File: src/rtl/mem_port_arbiter.sv
// Two-master round-robin arbiter for the shared read-1/write port of main memory.
// m1 can lock the port for uninterrupted loader bursts.
module mem_port_arbiter #(
  parameter int ADDR_W = 32,
  parameter int DATA_W = 32,
  parameter int DEPTH  = 2048,
  parameter int CNT_W  = 16
) (
  input  logic              clk,
  input  logic              rst,

  input  logic              m0_req_valid,
  output logic              m0_req_ready,
  input  logic              m0_req_we,
  input  logic [ADDR_W-1:0] m0_req_addr,
  input  logic [DATA_W-1:0] m0_req_wdata,
  output logic              m0_resp_valid,
  output logic [DATA_W-1:0] m0_resp_rdata,
  output logic              m0_resp_err,

  input  logic              m1_req_valid,
  output logic              m1_req_ready,
  input  logic              m1_req_we,
  input  logic [ADDR_W-1:0] m1_req_addr,
  input  logic [DATA_W-1:0] m1_req_wdata,
  input  logic              m1_req_lock,
  output logic              m1_resp_valid,
  output logic [DATA_W-1:0] m1_resp_rdata,
  output logic              m1_resp_err,

  output logic [ADDR_W-1:0] mem_read_address,
  input  logic [DATA_W-1:0] mem_read_data,
  output logic [ADDR_W-1:0] mem_write_address,
  output logic [DATA_W-1:0] mem_write_data,
  output logic              mem_write_enable,

  output logic [CNT_W-1:0]  m0_grant_cnt,
  output logic [CNT_W-1:0]  m1_grant_cnt
);

  typedef enum logic [1:0] {
    RR0,
    RR1,
    LOCK1
  } state_t;

  state_t state, state_nxt;

  logic              gnt0;
  logic              gnt1;
  logic              any_gnt;
  logic              sel_we;
  logic [ADDR_W-1:0] sel_addr;
  logic [DATA_W-1:0] sel_wdata;
  logic              in_range;
  logic              rd_ok;

  always_ff @(posedge clk) begin
    if (rst) begin
      state <= RR0;
    end else begin
      state <= state_nxt;
    end
  end

  always_comb begin
    gnt0      = 1'b0;
    gnt1      = 1'b0;
    state_nxt = state;
    unique case (state)
      RR0: begin
        if (m0_req_valid) begin
          gnt0 = 1'b1;
        end else if (m1_req_valid) begin
          gnt1 = 1'b1;
        end
      end
      RR1: begin
        if (m1_req_valid) begin
          gnt1 = 1'b1;
        end else if (m0_req_valid) begin
          gnt0 = 1'b1;
        end
      end
      LOCK1: begin
        gnt1 = m1_req_valid;
      end
      default: begin
        gnt0 = 1'b0;
        gnt1 = 1'b0;
      end
    endcase
    // nothing is accepted while reset is held
    if (rst) begin
      gnt0 = 1'b0;
      gnt1 = 1'b0;
    end
    if (gnt0) begin
      state_nxt = RR1;
    end else if (gnt1) begin
      state_nxt = m1_req_lock ? LOCK1 : RR0;
    end
  end

  assign m0_req_ready = gnt0;
  assign m1_req_ready = gnt1;
  assign any_gnt      = gnt0 | gnt1;

  // idle cycles present m0's fields to memory
  assign sel_we    = gnt1 ? m1_req_we    : m0_req_we;
  assign sel_addr  = gnt1 ? m1_req_addr  : m0_req_addr;
  assign sel_wdata = gnt1 ? m1_req_wdata : m0_req_wdata;

  assign in_range = sel_addr < ADDR_W'(DEPTH);
  assign rd_ok    = !sel_we && in_range;

  assign mem_read_address  = sel_addr;
  assign mem_write_address = sel_addr;
  assign mem_write_data    = sel_wdata;
  assign mem_write_enable  = any_gnt && sel_we && in_range;

  always_ff @(posedge clk) begin
    if (rst) begin
      m0_resp_valid <= 1'b0;
      m0_resp_err   <= 1'b0;
      m0_resp_rdata <= '0;
      m1_resp_valid <= 1'b0;
      m1_resp_err   <= 1'b0;
      m1_resp_rdata <= '0;
    end else begin
      m0_resp_valid <= gnt0;
      m0_resp_err   <= gnt0 && !in_range;
      m0_resp_rdata <= (gnt0 && rd_ok) ? mem_read_data : '0;
      m1_resp_valid <= gnt1;
      m1_resp_err   <= gnt1 && !in_range;
      m1_resp_rdata <= (gnt1 && rd_ok) ? mem_read_data : '0;
    end
  end

  always_ff @(posedge clk) begin
    if (rst) begin
      m0_grant_cnt <= '0;
      m1_grant_cnt <= '0;
    end else begin
      if (gnt0 && (m0_grant_cnt != '1)) begin
        m0_grant_cnt <= m0_grant_cnt + 1'b1;
      end
      if (gnt1 && (m1_grant_cnt != '1)) begin
        m1_grant_cnt <= m1_grant_cnt + 1'b1;
      end
    end
  end

endmodule

File: config.mk
export PLATFORM = sky130hd
export DESIGN_NAME = mem_port_arbiter
export DESIGN_NICKNAME = d
export VERILOG_FILES = /design/src/rtl/mem_port_arbiter.sv
export SDC_FILE = /design/constraint.sdc
export NUM_CORES = 1
export LEC_CHECK = 0
export ABC_CLOCK_PERIOD_IN_PS = 6540
export CAP_MARGIN = 20
export CORE_ASPECT_RATIO = 1.2
export CORE_MARGIN = 2
export CORE_UTILIZATION = 25
export CTS_BUF_LIST = sky130_fd_sc_hd__clkbuf_4
export DETAILED_ROUTE_END_ITERATION = 6
export HOLD_SLACK_MARGIN = 0.02
export SYNTH_ARGS = -nofsm -noshare
export SYNTH_HDL_FRONTEND = slang
export SYNTH_SLANG_ARGS = --single-unit
export TNS_END_PERCENT = 30
File: constraint.sdc
create_clock -name clk -period 6.54 [get_ports clk]
set_clock_uncertainty 0.1 [all_clocks]
set_input_delay 1.962 -clock clk [delete_from_list [all_inputs] [get_ports clk]]
set_output_delay 1.962 -clock clk [all_outputs]
set_load 0.01 [all_outputs]
; ---- Word level (Yosys, flattened, before mapping)
; Cells that the tools add are included.
[word_totals]
regBits = 102
input_bits = 167
output_inout_bits = 199
wordCells = 50
[classes]
add_sub_neg = 2
order_cmp = 1
eq_ne = 4
mux = 14
n_bitwise = 3
reduce_logical = 16
[op_table]
columns = cell, count
row1 = two-way mux 32 bit, 2
row2 = adder 16 x 1 -> 16 bit (second input constant), 2
row3 = less-than comparator 32 x 12 -> 1 bit (second input constant), 1
row4 = inequality test 16 bit (second input constant), 2
row5 = logical AND 1 bit, 9
row6 = two-way mux 1 bit, 9
row7 = OR reduction 2 bit, 3
row8 = case mux 1 bit (3 select lines), 1
row9 = == test 2 x 1 -> 1 bit (second input constant), 1
row10 = == test 2 bit (second input constant), 1
row11 = zero test 1 bit, 2
row12 = zero test 2 bit, 1
row13 = two-way mux 2 bit, 1
row14 = NOT 1 bit, 2
row15 = case mux 1 bit (2 select lines), 1
row16 = nonzero test 2 bit, 1
row17 = OR 1 bit, 1

; ---- Depth between registers and ports, before layout
; Gate-level depths: netlist of run 1.
[logic_depth]
word_depth = 10
mapped_depth = 11
ltp_nobuf = 7

; ---- Worst setup path after synthesis of run 1
; Ideal clock, no wire load.
[synth_path]
path_kind = input to output
from = input port rst
to = output port mem_write_address[11]
t_arrival_ps = 3211
slack_ps = 1267
path_stages = 8
path_buffers = 3
path_cell_list = nor3b_4 > o21ai_4 > inv_2 > buf_2 > clkbuf_1 > nand2_1 > nand2_1 > buf_4
[synth_via]
elab_chain_len = 2
[synth_rtl]
columns = item, line_no
row1 = "start, declared", 10  ; input logic rst,
row2 = two-way mux 1 bit, 94  ; if (rst) begin
row3 = two-way mux 32 bit, 111  ; assign sel_addr = gnt1 ? m1_req_addr : m0_req_addr;
row4 = "end, declared", 33  ; output logic [ADDR_W-1:0] mem_write_address,
; Every way passes these cells.

; ---- Worst setup path in the final report of run 1
[layout_path]
from = input port m0_req_valid
to = output port mem_write_enable
[layout_via]
elab_chain_len = 7
elab_cells_between_ends = 13
cone_classes = order compare: 1 / mux: 9 / bitwise: 1 / reduce/logical: 2
[layout_rtl]
columns = item, line_no
row1 = "start, declared", 12  ; input logic m0_req_valid,
row2 = branches (longest 6 deep; another with less-than comparator 32 x 12 -> 1 bit), -
row3 = logical AND 1 bit (*), 120  ; assign mem_write_enable = any_gnt && sel_we && in_range;
row4 = "end, declared", 35  ; output logic mem_write_enable,
; Mark *: on every way between the ends.

==> summary.md, run 1 <==
| Metric | Value |
|---|---|
| Syn_nets | 803 |
| WP data required | 4480 ps |
| Switching pwr | 406 uW |
| Worst-path fanout max | 53 |
| CP max stage delay | 610 ps |
| Main synth FF type | dfxtp_1 |
| Initial antenna violation count | 0 |
| PostCTS Resize Cnt | 0 |
| Clock slew at reported path FFs | 170 ps |
| Arrival time worst endpoint | 4270 ps |
| Seq/Total Area, Yosys | 38.7% |
| CTS tree | built |
| CTS root buffer | clkbuf_4 |
| Seq cells post-synth | 102 |
| Largest net degree at the start of global routing | 54 |
| Via density per instance | 4.60 |
| Critical Path, Cell by Cell | clkdlybuf4s50_1, nor2b_2, o21ai_4, buf_12, nand3_1, a211oi_2, clkdlybuf4s50_1 |
| Area delta synth->final | 72.2% |
| Fraction of registers with async set/reset | 0% |
| First-iteration detailed-routing DRC count | 223 |
| Status | completed |
| Core Footprint | 20800 um2 |
| CTS sink count | 102 |
| # Max-Cap Violations | 0 |
| Vias in the first global route | 5416 |
| Die area | 22300 um2 |
| Post-Route WL | 21.2 mm |
| Post-Place Setup Slack | 192 ps |
| CP max stage cell | clkdlybuf4s50_1 |
| Starting Density | 25.4% |
| Io pins | 366 |
| Setup Buffers After CTS | 0 |
| RSZ-0062 raised after global routing | false |
| Final Setup Violations | 0 |
| Final period util | 96.8% |
| Post-synth design cell area | 5280 um2 |
| Worst-Skew Late Latency | 480 ps |
| Yosys top cell by area | dfxtp_1 |
| TritonRoute pass-1 iters | 5 |
| Congestion Overflow GR | 0 |
| Startpoint types | primary input |
| Switch share | 29.4% |
| Die Y | 163 um |
| Die X | 137 um |
| Worst slew pin tran | 944 ps |
| Critical path class | primary input to output port |
| Via count | 5643 |
| TritonCTS Buffers | 9 |
| Leakage power | 3.41 nW |
| PwrDens | 152 nW/um2 |
| Clock buffer depth | 2 |
| # H-tree levels | 3 |
| Maximum VDD drop | 94.3 uV |
| Gp weighted congestion | 0.872 |
| Layout cells sized above 1 | 7.95% |
| Yosys top cell area share | 38.7% |
| Max transition margin | 36.8% |
| Buffers on Ports | 365 |
| # diodes | 0 |
| Sequential share of power | 45.6% |
| Cell mode on critical path | clkdlybuf4s50_1 |
| Max frequency | 0.158 GHz |
| Routed len/inst | 17.3 um |
| Syn Inst Count | 631 |
| Period minus WS final | 6330 ps |
| Critical Path Sink Type | output port |
| Antenna Nets Post-Route | 0 |
| Top post-synthesis cells by area | dfxtp_1 39%, nand2_1 15%, nor4b_2 8.0% |
| Hold Path Class | flip-flop to flip-flop |
| First-pass GRT wire length | 31.3 mm |
| Cts hold-fix bufs | 0 |
| GR Util All Layers | 18.3% |
| Mean Syn Cell Area | 8.37 um2 |
| Comb pwr share | 27.2% |
| Clock Power Share | 27.2% |
| Final nets | 1123 |
| Fin util | 43.7% |
| Total Power | 1.38 mW |
| Detailed-route DRC error count | 0 |
| Yosys cell types | 51 |
| Ys Warns | 0 |
| Post-synth EDFFs | 0 |
| Internal power | 976 uW |
| Max Slew Vio Count | 0 |
| Hold Vio Cnt, Final | 0 |
| Post-DP HPWL | 16.8 mm |
| Worst Slack Setup Final | 208 ps |
| Row Count | 58 |
| Setup_tns | 0 ps |
-- power groups by stage --
stage	sequential [mW]	clock [mW]	combinational (mW)
global placement	0.644	0	0.377
finish	0.631	0.376	0.375
CTS	0.631	0.397	0.379
floorplan	0.644	0	0.143
detailed placement	0.644	0	0.376
global route	0.632	0.418	0.404
-- worst max-delay path: cells and delay by family --
family                 cells  cell delay, ps
AND/OR/NAND/NOR            2             270
buffers and inverters      3            1480
AO/OA/AOI/OAI              2             550
-- flip-flops by register name, indices dropped and copies added, names as in the netlist --
register	count
m1_resp_valid	1
state	2
m1_resp_rdata	32
m0_resp_rdata	32
m0_grant_cnt	16
m0_resp_valid	1
m1_resp_err	1
m0_resp_err	1
m1_grant_cnt	16
-- per-stage QoR --
stage / cells / hold slack [ps] / area, um2
2_1_floorplan: 631 / 404 / 5280
3_3_place_gp: 1210 / 399 / 8930
3_5_place_dp: 1210 / 410 / 8930
4_1_cts: 1226 / 433 / 9100
5_1_grt: 1226 / 453 / 9100
6_report: 1226 / 426 / 9100
-- synth_stat cells, types with 3 or more instances --
master	count
and4_1	5
ha_1	5
buf_4	45
nand3_1	14
buf_6	6
o41ai_1	3
and3_1	3
dfxtp_1	102
nand4_1	6
or3_1	3
and2b_1	4
mux2_2	6
o211ai_1	3
and2_1	34
inv_1	13
nor2_1	14
nor4b_2	28
nor2b_1	3
a21oi_1	16
o21ai_0	6
nand2_1	206
o31ai_1	10
clkbuf_1	15
nor4b_1	7
or4_1	10
o21a_1	4
nor4_1	13
o311ai_0	5
nor3_1	11
-- path summary, 6_finish.rpt --
path / slack [ps] / cells past startpoint / start / end
hold reg to reg: 430 / 2 / m0_grant_cnt[9] / m0_grant_cnt[9]
setup / recovery: 210 / 7 / m0_req_valid / mem_write_enable
hold / removal: 430 / 2 / m0_grant_cnt[9] / m0_grant_cnt[9]
setup reg to reg: 3430 / 9 / state[0] / m0_resp_rdata[27]
-- layout by cell type (no fill, tap or decap), drive strengths merged, types with 9 or more instances in the layout --
cell             n
dfxtp          102
nor4            16
or4             10
nor2            14
nand3           14
nand2          206
clkdlybuf4s50  365
inv             17
nor4b           35
o31ai           10
and2            34
nor3            11
a21oi           16
buf             13
clkbuf           9
-- cell type report --
class                   count  area, um2
fillers                  2117      11700
flip-flops and latches    102       2040
well taps                 270        338
inverters                  14       52.6
multi-input cells         446       2720
repair buffers            378       3780
clock inverters             7        103
clock buffers               9       67.6
-- logic make-up (layout without fill, tap and decap cells) --
logic type / count (synthesis) / in the layout / synth area share [%]
AOI/OAI and AO/OA: 60 / 60 / 8.38
and+or+nand+nor: 371 / 371 / 39.5
adders and majority gates: 5 / 5 / 1.18
muxes: 10 / 10 / 2.23
DFF: 102 / 102 / 38.7
buffers and inverters: 83 / 408 / 10.0
-- layer usage --
metal | wire, um | track usage [%] | share of wire, %
met5 | 0 | 0 | 0
met4 | 423 | 5.02 | 2.0
met2 | 9870 | 30.3 | 47
met3 | 2350 | 7.01 | 11
met1 | 8570 | 22.1 | 40
(Power assumes the default switching activity.)
==> run 2, diff against run 1 <==
--- a/config.mk
+++ b/config.mk
@@ -12,7 +12,9 @@
 export CORE_UTILIZATION = 25
 export CTS_BUF_LIST = sky130_fd_sc_hd__clkbuf_4
 export DETAILED_ROUTE_END_ITERATION = 6
+export GPL_ROUTABILITY_DRIVEN = 0
 export HOLD_SLACK_MARGIN = 0.02
+export SKIP_LAST_GASP = 1
 export SYNTH_ARGS = -nofsm -noshare
 export SYNTH_HDL_FRONTEND = slang
 export SYNTH_SLANG_ARGS = --single-unit
==> run 2 against run 1 <==
Flip-flop and latch count unchanged. Cell area decreased by 0.29%. Critical path depth decreased by 1. Sequential share of layout area increased by 0.065 points. Combinational power about the same. Global-route usage decreased by 0.23 points. Setup slack improved by 31 ps. Cell count unchanged. Fmax increased by 0.49%. Critical endpoint unchanged.
==> summary.md, run 2 (synthesized netlist as in run 1, its figures left out) <==
| Metric | Value |
|---|---|
| Status | completed |
| GR Util All Layers | 18.1% |
| Critical path class | primary input to output port |
| Layout cells sized above 1 | 7.95% |
| Area delta synth->final | 71.7% |
| Routed len/inst | 17.0 um |
| # Max-Cap Violations | 0 |
| Post-Place Setup Slack | 253 ps |
| Clock slew at reported path FFs | 180 ps |
| Hold Vio Cnt, Final | 0 |
| Worst-path fanout max | 5 |
| CTS tree | built |
| Cell mode on critical path | clkdlybuf4s50_1 |
| Sequential share of power | 47.1% |
| Setup Buffers After CTS | 0 |
| Post-Layout Cell Count | 1226 |
| Commonest non-fill, non-tap cell in the layout | clkdlybuf4s50_1 |
| Die area | 22300 um2 |
| Arrival time worst endpoint | 4240 ps |
| Leakage power | 3.40 nW |
| First-pass GRT wire length | 31.1 mm |
| Fill cells | 2133 |
| Most frequent cells in the layout | 365 x clkdlybuf4s50_1, 206 x nand2_1, 102 x dfxtp_1 |
| Row Count | 58 |
| Switching pwr | 404 uW |
| CP max stage cell | clkdlybuf4s50_1 |
| CTS root buffer | clkbuf_4 |
| Final period util | 96.3% |
| Internal power | 935 uW |
| Critical Path Sink Type | output port |
| Core Footprint | 20800 um2 |
| Comb pwr share | 28.1% |
| Final Setup Violations | 0 |
| Vias in the first global route | 5471 |
| Clock buffer depth | 2 |
| Via density per instance | 4.59 |
| Max Slew Vio Count | 0 |
| Antenna Nets Post-Route | 0 |
| Worst-Skew Late Latency | 480 ps |
| Switch share | 30.2% |
| Critical Path, Cell by Cell | clkdlybuf4s50_1, and2b_1, o21a_1, nand3_1, a211oi_2, clkdlybuf4s50_1 |
| First-iteration detailed-routing DRC count | 256 |
| Detailed-route DRC error count | 0 |
| Die Y | 163 um |
| Clock Power Share | 24.8% |
| # H-tree levels | 3 |
| Largest regs | m0_resp_rdata x32, m1_resp_rdata x32 |
| TritonRoute pass-1 iters | 4 |
| Max frequency | 0.159 GHz |
| PwrDens | 148 nW/um2 |
| Congestion Overflow GR | 0 |
| Buffers on Ports | 365 |
| Maximum VDD drop | 83.2 uV |
| Total Power | 1.34 mW |
| CTS sink count | 102 |
| Placed Cells | 1210 |
| Post-Route WL | 20.9 mm |
| PostCTS Resize Cnt | 0 |
| Via count | 5629 |
| Initial antenna violation count | 0 |
| Period minus WS final | 6300 ps |
| TritonCTS Buffers | 9 |
| Hold Path Class | flip-flop to flip-flop |
| Setup_tns | 0 ps |
| Worst Slack Setup Final | 239 ps |
| Die X | 137 um |
| Post-DP HPWL | 16.5 mm |
| Largest net degree at the start of global routing | 59 |
| Cts hold-fix bufs | 0 |
| WP data required | 4480 ps |
| Max transition margin | 37.3% |
| Delay-heaviest family, CP | buffers and inverters |
| CP max stage delay | 600 ps |
| # diodes | 0 |
| Startpoint types | primary input |
| RSZ-0062 raised after global routing | false |
| Final nets | 1123 |
| Starting Density | 25.4% |
| Buf+Inv Stages, Crit Path | 2 |
| Io pins | 366 |
| Fin util | 43.6% |
| Worst slew pin tran | 936 ps |
[run 2: changes by cell type in the layout (fill, tap and decap cells not counted), sizes merged]
cell      previous run  this run
inv                 17        19
bufinv               1         0
clkinv               3         1
clkinvlp             0         1
[run 2: cell type report]
cell class	instances	area (um2)	share of cell area (%)
clock buffer	9	67.6	0.745
clock inverter	7	63.8	0.703
inverter	14	52.6	0.579
multi-input combinational	446	2720	30.0
sequential	102	2040	22.5
tap	270	338	3.72
timing repair buffer	378	3790	41.8
[run 2: per-layer routing]
layer  vias up  wire, um  global-route usage (%)
met5         -         0                       0
met4         0       384                    4.12
met1      2576      8420                    21.6
met2       248      9670                    30.0
met3        29      2400                    7.91
li1       2776         -                       -
[run 2: per-stage QoR]
| step | hold slack (ps) | cell area, um2 |
|---|---|---|
| after detailed placement | 397 | 8940 |
| after global placement | 399 | 8940 |
| after CTS | 421 | 9070 |
| after global routing | 442 | 9070 |
| final | 420 | 9070 |
| after floorplan | 404 | 5280 |
[run 2: final timing paths]
kind | end | slack [ps] | from | cells past startpoint
max | mem_write_enable | 240 | rst | 6
max reg2reg | m0_resp_rdata[21] | 3470 | state[0] | 9
min | m0_grant_cnt[13] | 420 | m0_grant_cnt[13] | 2
min reg2reg | m0_grant_cnt[13] | 420 | m0_grant_cnt[13] | 2
[run 2: worst min-delay path, stage by stage (launching register included)]
cell and delay (ps):
dfxtp_1 370, o31ai_1 70, a21oi_1 50
[run 2: power groups by stage]
stage,clock network [mW],registers [mW],logic (mW)
CTS,0.349,0.631,0.380
finish,0.331,0.631,0.377
detailed placement,0,0.644,0.376
global route,0.369,0.632,0.404
global placement,0,0.643,0.378
floorplan,0,0.644,0.143
==> run 3, diff against run 2 <==
--- a/config.mk
+++ b/config.mk
@@ -15,6 +15,7 @@
 export GPL_ROUTABILITY_DRIVEN = 0
 export HOLD_SLACK_MARGIN = 0.02
 export SKIP_LAST_GASP = 1
+export SLEW_MARGIN = 25
 export SYNTH_ARGS = -nofsm -noshare
 export SYNTH_HDL_FRONTEND = slang
 export SYNTH_SLANG_ARGS = --single-unit
==> results of run 3 <==
The final DEF is identical to that of run 2; final timing and power are the same.
